File: src/rtl/byte_word_packer.sv
// Byte-serial to word-parallel packer: gathers WORD_BYTES bytes per word,
// lane order set by BIG_ENDIAN, with zero-padded partial words on in_last.
module byte_word_packer #(
    parameter int WORD_BYTES = 4,
    parameter bit BIG_ENDIAN = 1'b1
) (
    input  logic                    clk,
    input  logic                    rst,
    input  logic                    in_valid,
    output logic                    in_ready,
    input  logic [7:0]              in_data,
    input  logic                    in_last,
    output logic                    out_valid,
    input  logic                    out_ready,
    output logic [8*WORD_BYTES-1:0] out_data,
    output logic [WORD_BYTES-1:0]   out_keep,
    output logic                    out_last
);
    localparam int CW = $clog2(WORD_BYTES + 1);
    localparam int DW = 8 * WORD_BYTES;

    typedef enum logic [1:0] {
        ST_EMPTY,
        ST_FILL,
        ST_FULL
    } state_t;

    state_t                state_q, state_d;
    logic [CW-1:0]         count_q, count_d;
    logic [DW-1:0]         acc_q, acc_d;
    logic [WORD_BYTES-1:0] acc_keep_q, acc_keep_d;
    logic [DW-1:0]         out_data_q, out_data_d;
    logic [WORD_BYTES-1:0] out_keep_q, out_keep_d;
    logic                  out_last_q, out_last_d;

    logic                  in_fire;
    logic                  out_fire;
    logic                  word_done;
    logic [CW-1:0]         lane;
    logic [DW-1:0]         acc_merge;
    logic [WORD_BYTES-1:0] keep_merge;

    assign out_valid = (state_q == ST_FULL);
    assign in_ready  = !out_valid || out_ready;
    assign out_data  = out_data_q;
    assign out_keep  = out_keep_q;
    assign out_last  = out_last_q;

    always_comb begin
        in_fire   = in_valid && in_ready;
        out_fire  = out_valid && out_ready;
        lane      = BIG_ENDIAN ? (CW'(WORD_BYTES - 1) - count_q) : count_q;

        // Accumulator with the incoming byte dropped into its lane.
        acc_merge  = acc_q;
        keep_merge = acc_keep_q;
        for (int l = 0; l < WORD_BYTES; l++) begin
            if (lane == CW'(l)) begin
                acc_merge[8*l +: 8] = in_data;
                keep_merge[l]       = 1'b1;
            end
        end

        word_done = in_fire && (in_last || (count_q == CW'(WORD_BYTES - 1)));

        count_d    = count_q;
        acc_d      = acc_q;
        acc_keep_d = acc_keep_q;
        out_data_d = out_data_q;
        out_keep_d = out_keep_q;
        out_last_d = out_last_q;

        if (word_done) begin
            out_data_d = acc_merge;
            out_keep_d = keep_merge;
            out_last_d = in_last;
            count_d    = '0;
            acc_d      = '0;
            acc_keep_d = '0;
        end else if (in_fire) begin
            count_d    = count_q + CW'(1);
            acc_d      = acc_merge;
            acc_keep_d = keep_merge;
        end

        // A completing byte during an output beat reloads FULL directly.
        if (word_done) begin
            state_d = ST_FULL;
        end else if (out_valid && !out_fire) begin
            state_d = ST_FULL;
        end else if (count_d == '0) begin
            state_d = ST_EMPTY;
        end else begin
            state_d = ST_FILL;
        end
    end

    always_ff @(posedge clk) begin
        if (rst) begin
            state_q    <= ST_EMPTY;
            count_q    <= '0;
            acc_q      <= '0;
            acc_keep_q <= '0;
            out_data_q <= '0;
            out_keep_q <= '0;
            out_last_q <= 1'b0;
        end else begin
            state_q    <= state_d;
            count_q    <= count_d;
            acc_q      <= acc_d;
            acc_keep_q <= acc_keep_d;
            out_data_q <= out_data_d;
            out_keep_q <= out_keep_d;
            out_last_q <= out_last_d;
        end
    end

endmodule
File: config.mk
export PLATFORM = sky130hd
export DESIGN_NAME = byte_word_packer
export DESIGN_NICKNAME = d
export VERILOG_FILES = /design/src/rtl/byte_word_packer.sv
export SDC_FILE = /design/constraint.sdc
export NUM_CORES = 1
export LEC_CHECK = 0
export CORE_ASPECT_RATIO = 1.1
export CORE_MARGIN = 1
export CORE_UTILIZATION = 50
export CTS_CLUSTER_SIZE = 28
export DETAILED_ROUTE_END_ITERATION = 12
export PLACE_DENSITY = 0.75
export SLEW_MARGIN = 20
export SYNTH_ARGS = -nofsm -noshare
export SYNTH_HDL_FRONTEND = slang
export SYNTH_SLANG_ARGS = --single-unit
File: constraint.sdc
create_clock -name clk -period 2.7 [get_ports clk]
set_clock_uncertainty 0.2 [all_clocks]
set_input_delay 0.54 -clock clk [delete_from_list [all_inputs] [get_ports clk]]
set_output_delay 0.54 -clock clk [all_outputs]
set_load 0.02 [all_outputs]
# Word-level counts from Yosys, hierarchy flattened
# Index checks and enable logic that the tools add are counted.
dict set report op_classes {
  n_addsub 2
  multipliers 0
  div 0
  order_cmp 0
  eq_ne 5
  shifts 0
  n_mux 13
  bitwise_logic 0
  n_reduce_logical 12
}
# operator count
set op_table {}
lappend op_table {{two-way mux 8 bit} 4}
lappend op_table {{== test 3 x 2 -> 1 bit (second input constant)} 3}
lappend op_table {{logical NOT 3 bit} 2}
lappend op_table {{two-way mux 3 bit} 2}
lappend op_table {{two-way mux 1 bit} 5}
lappend op_table {{logical AND 1 bit} 4}
lappend op_table {{two-way mux 2 bit} 2}
lappend op_table {{adder 3 x 1 -> 3 bit (second input constant)} 1}
lappend op_table {{== test 3 x 1 -> 1 bit (second input constant)} 1}
lappend op_table {{OR reduction 3 bit} 1}
lappend op_table {{subtractor 2 x 3 -> 3 bit (first input constant)} 1}
lappend op_table {{== test 2 bit (second input constant)} 1}
lappend op_table {{logical NOT 1 bit} 2}
lappend op_table {{logical OR 1 bit} 2}
lappend op_table {{OR reduction 2 bit} 1}
dict set report totals {
  reg_bits 78
  latch_bits 0
  mem_bits_rw 0
  rom_bits 0
  inputBits 13
  output_inout_bits 39
  elab_cells 40
  mem_count 0
}

# Logic depth before layout (Yosys ltp)
dict set report depth {
  depth_word 10
  depth_mapped 6
  mapped_depth_nobuf 6
}

# Worst setup path after synthesis
# No wires, ideal clock.
dict set report synth_timing {
  path_kind {input to register}
  start {input out_ready}
  end {register out_data_q[0] (netlist: out_data[0])}
  setup_time_ns 0.086
  arrival_ns 1.736
  required_ns 2.414
  slack_ns 0.678
  stages 6
  path_buffers 2
  cell_sequence {nor3b_4 inv_2 o211a_2 buf_6 buf_6 a211oi_1}
}
dict set report synth_via {
  elab_chain_len 3
}
# item line_no
set synth_rtl {}
lappend synth_rtl {{from (decl)} 14} ;# input logic out_ready,
lappend synth_rtl {{logical OR 1 bit} 44} ;# assign in_ready = !out_valid || out_ready;
lappend synth_rtl {{net in_ready} 10} ;# output logic in_ready,
lappend synth_rtl {{logical AND 1 bit} 50} ;# in_fire = in_valid && in_ready;
lappend synth_rtl {{logical AND 1 bit} 64} ;# word_done = in_fire && (in_last || (count_q == CW'(WORD_BYTES - 1)));
lappend synth_rtl {{to (signal assigned)} 112} ;# out_data_q <= out_data_d;
lappend synth_rtl {{to (decl)} 32} ;# logic [DW-1:0] out_data_q, out_data_d;
# The timed path passes the listed nets, and every way through them passes these cells.
# A chain may end at the register's enable or synchronous reset.

# Worst setup path in the final report
dict set report layout_timing {
  start {input out_ready}
  end {output in_ready}
}
dict set report layout_via {
  elab_chain_len 1
}
# item line_no
set layout_rtl {}
lappend layout_rtl {{logical OR 1 bit} 44}
lappend layout_rtl {{to (decl)} 10}
# Every way passes these cells.

==> qor_table.md <==
| Step | Parameter | This run |
|:---|:---|:---|
| finish | Filler cell count in the final layout | 528 |
| sta | Min cycle time layout | 2.58 ns |
| sta | Final-report hold violation count | 0 |
| placement | Cell area after placement | 3910 sq um |
| synth | Synth unique cells | 28 |
| min path | Path class of the lowest-slack min-delay path | reg2reg |
| drt | DRT antenna net count | 0 |
| clock network | Clock root cell | clkbuf_8 |
| drt | Final routed wire length divided by cell count | 15.0 um |
| pwr | Leakage power | 1.46 nW |
| die | Die footprint | 6930 sq um |
| finish | Diode insertion count for antenna repair | 0 |
| worst setup path | Arrival time worst endpoint | 1.84 ns |
| sta | Setup Total Neg Slack | 0 ns |
| finish | Area added between synthesis and finish | 24.4% |
| sta | Setup violators final | 0 |
| placement | Routability cong. | 0.848 |
| sta | Total count of max-transition violations in the final report | 0 |
| min path | Startpoint of the tightest hold check path | out_last |
| synth | Fraction of registers with async set/reset | 0 |
| drt | First-pass detailed-route iteration total | 4 |
| sta | Portion of the clock cycle consumed by the worst path in the final layout | 0.956 |
| clock network | Maximum clock insertion buffer count | 2 |
| synth | Number of enable flip-flop cells after synthesis | 0 |
| die | Site row count | 30 |
| synth | Proportion of netlist area held by the largest area contributor | 0.473 |
| finish | Sequential cell area | 1560 sq um |
| sta | Post-Route Hold Slack | 0.279 ns |
| die | Effective utilization at floorplan | 0.526 |
| run status | Status | finished, final reports clean |
| finish | Fraction of final layout cells with drive strength greater than 1 | 0.115 |
| sta | Peak clock frequency supported by timing | 387 MHz |
| worst setup path | Critical path capture point type | output pin |
| clock network | Number of buffers added to fix hold violations after cts | 0 |
| synth | Mean cell area of the mapped netlist | 9.67 sq um |
| sta | Worst relative slew slack | 0.509 |
| clock network | TritonCTS Buffers | 9 |
| global routing | Via count of the first global-routing pass | 2324 |
| synth | Largest area contributor in the netlist | dfxtp_1 |
| pwr | Worst voltage drop across the vdd grid | 0.000367 V |
| worst setup path | Startpoint type of the worst setup path | input port |
| global routing | Maximum number of pins on one net before global-route repair | 47 |
| worst setup path | Critical path class | in2out |
| worst setup path | Setup slack of the worst register-to-register path | 0.54 ns |
| clock network | Number of buffers added for setup after CTS | 0 |
| synth | Register area share after synthesis | 0.473 |
| global routing | Global routing usage summed across all routing layers | 0.217 |
| synth | Commonest cells in the synthesized netlist | dfxtp_1 (78), nor2_1 (74), a211oi_1 (36), a22oi_1 (32), mux2i_1 (32) |
| sta | Unrepaired setup endpoints after global routing | false |
| worst setup path | Origin of the worst setup path | out_ready |
| clock network | CTS H-tree depth | 3 |
| synth | Synthesized netlist net count | 359 |
| finish | Post-layout instance area | 4100 sq um |
| global routing | Global-route wire length before repair | 11400 um |
| finish | Number of nets in the layout | 409 |
| worst setup path | Required time reported for the critical path endpoint | 1.96 ns |
| global routing | Number of antenna violations at the first check in global routing | 0 |
| placement | Hpwl dp | 4730 um |
| worst setup path | Launching point of the worst reg2reg path | count_q[2] |
| clock network | Clock transition at path regs | 0.08 ns |
| synth | Count of warnings emitted by yosys | 0 |
| clock network | Clock latency on the worst-skew pair | 0.35 ns |
| pwr | Power density over the cells | 600 nW/um^2 |
| drt | Routed wire length | 7070 um |
| clock network | Number of instances resized during post-cts repair | 0 |
| clock network | TritonCTS clock tree | built |
| drt | Iteration-0 DRC Markers | 166 |
| synth | Post-Synthesis Cell Area | 3300 sq um |
| die | X dimension of the die | 79.4 um |
| synth | Ys flop type | dfxtp_1 |
| die | CORE AREA | 6270 sq um |
| synth | Synthesized flop and latch total | 78 |
| die | Vertical extent of the die | 87.2 um |
| drt | Routed via count | 2614 |
| clock network | TritonCTS Sinks | 78 |
| finish | Footprint of the multi-input gates | 1540 sq um |
| drt | Vias/cell | 5.53 |
| global routing | Final global-route overflow total | 0 |
| placement | Number of buffers inserted by port buffering | 51 |
| synth | Most frequent cell after synthesis | dfxtp_1 |
| worst setup path | Crit Path Max Fanout | 2 |
| die | Count of boundary I/O pins | 52 |
| run | # Max-Cap Violations | 0 |
| synth | Number of cells produced by synthesis | 341 |
| drt | Remaining DRCs | 0 |
| sta | Actual transition at the worst max-transition pin | 0.731 ns |
| synth | Largest cells by area after synthesis | dfxtp_1 (47%), mux2i_1 (9.7%), nor2_1 (8.4%) |
==> sequential cells by signal, indices dropped and copies added (netlist names) <==
| register | flops |
|---|---|
| out_data | 32 |
| acc_keep_q | 4 |
| out_keep | 4 |
| out_last | 1 |
| count_q | 3 |
| acc_q | 32 |
| state_q | 2 |
==> cells by family (layout without fill, tap and decap cells) <==
group / Yosys count / in the layout / share of synthesized area
adder cells (fa/ha/maj): 5 / 5 / 0.0190
AO/OA/AOI/OAI: 85 / 85 / 0.206
flip-flops: 78 / 78 / 0.473
buffers and inverters: 38 / 90 / 0.0584
AND/OR/NAND/NOR: 103 / 103 / 0.146
multiplexers: 32 / 32 / 0.0971
==> worst max-delay path: stages <==
cell	delay [ns]
clkdlybuf4s50_1	0.44
nor3b_4	0.26
inv_2	0.06
clkdlybuf4s50_1	0.54
==> power breakdown <==
group	switching [mW]	total [mW]	internal (mW)
registers	0.0248	1.22	1.20
clock network	0.396	0.883	0.488
logic	0.198	0.355	0.157
==> through the flow <==
step	utilization	total power [mW]	worst slack (ns)	cells
detailed placement	0.624	1.61	0.125	460
CTS	0.655	2.48	0.118	473
global route	0.655	2.56	0.0982	473
global placement	0.624	1.60	0.127	460
finish	0.655	2.46	0.119	473
floorplan	-	1.47	0.678	341
==> final timing paths <==
kind,endpoint,depth (start not counted)
setup / recovery,in_ready,4
hold / removal,out_last,2
setup reg to reg,out_data[18],5
hold reg to reg,out_last,2
==> placed cells by master, fill, tap and decap left out, drive strengths merged, types with 9 or more instances in the layout <==
cell type,count
a22oi,32
clkdlybuf4s50,50
nor2,74
dfxtp,78
a211oi,36
clkbuf,12
a21oi,9
buf,21
mux2i,32
==> metal layers <==
layer,part of all wire,vias up,track usage,wire length (um)
li1,-,1324,-,-
met5,0,-,0,0
met2,0.47,67,0.336,3300
met4,0.018,0,0.0876,126
met3,0.041,15,0.0534,291
met1,0.47,1208,0.288,3360
==> cell type report <==
class | instances | share of cell area
clock buffers | 12 | 0.0402
clock inverters | 1 | 0.00732
inverters | 6 | 0.00549
multi-input cells | 225 | 0.376
flip-flops and latches | 78 | 0.380
well taps | 80 | 0.0244
repair buffers | 71 | 0.166
Power figures use the tool's default switching activity.
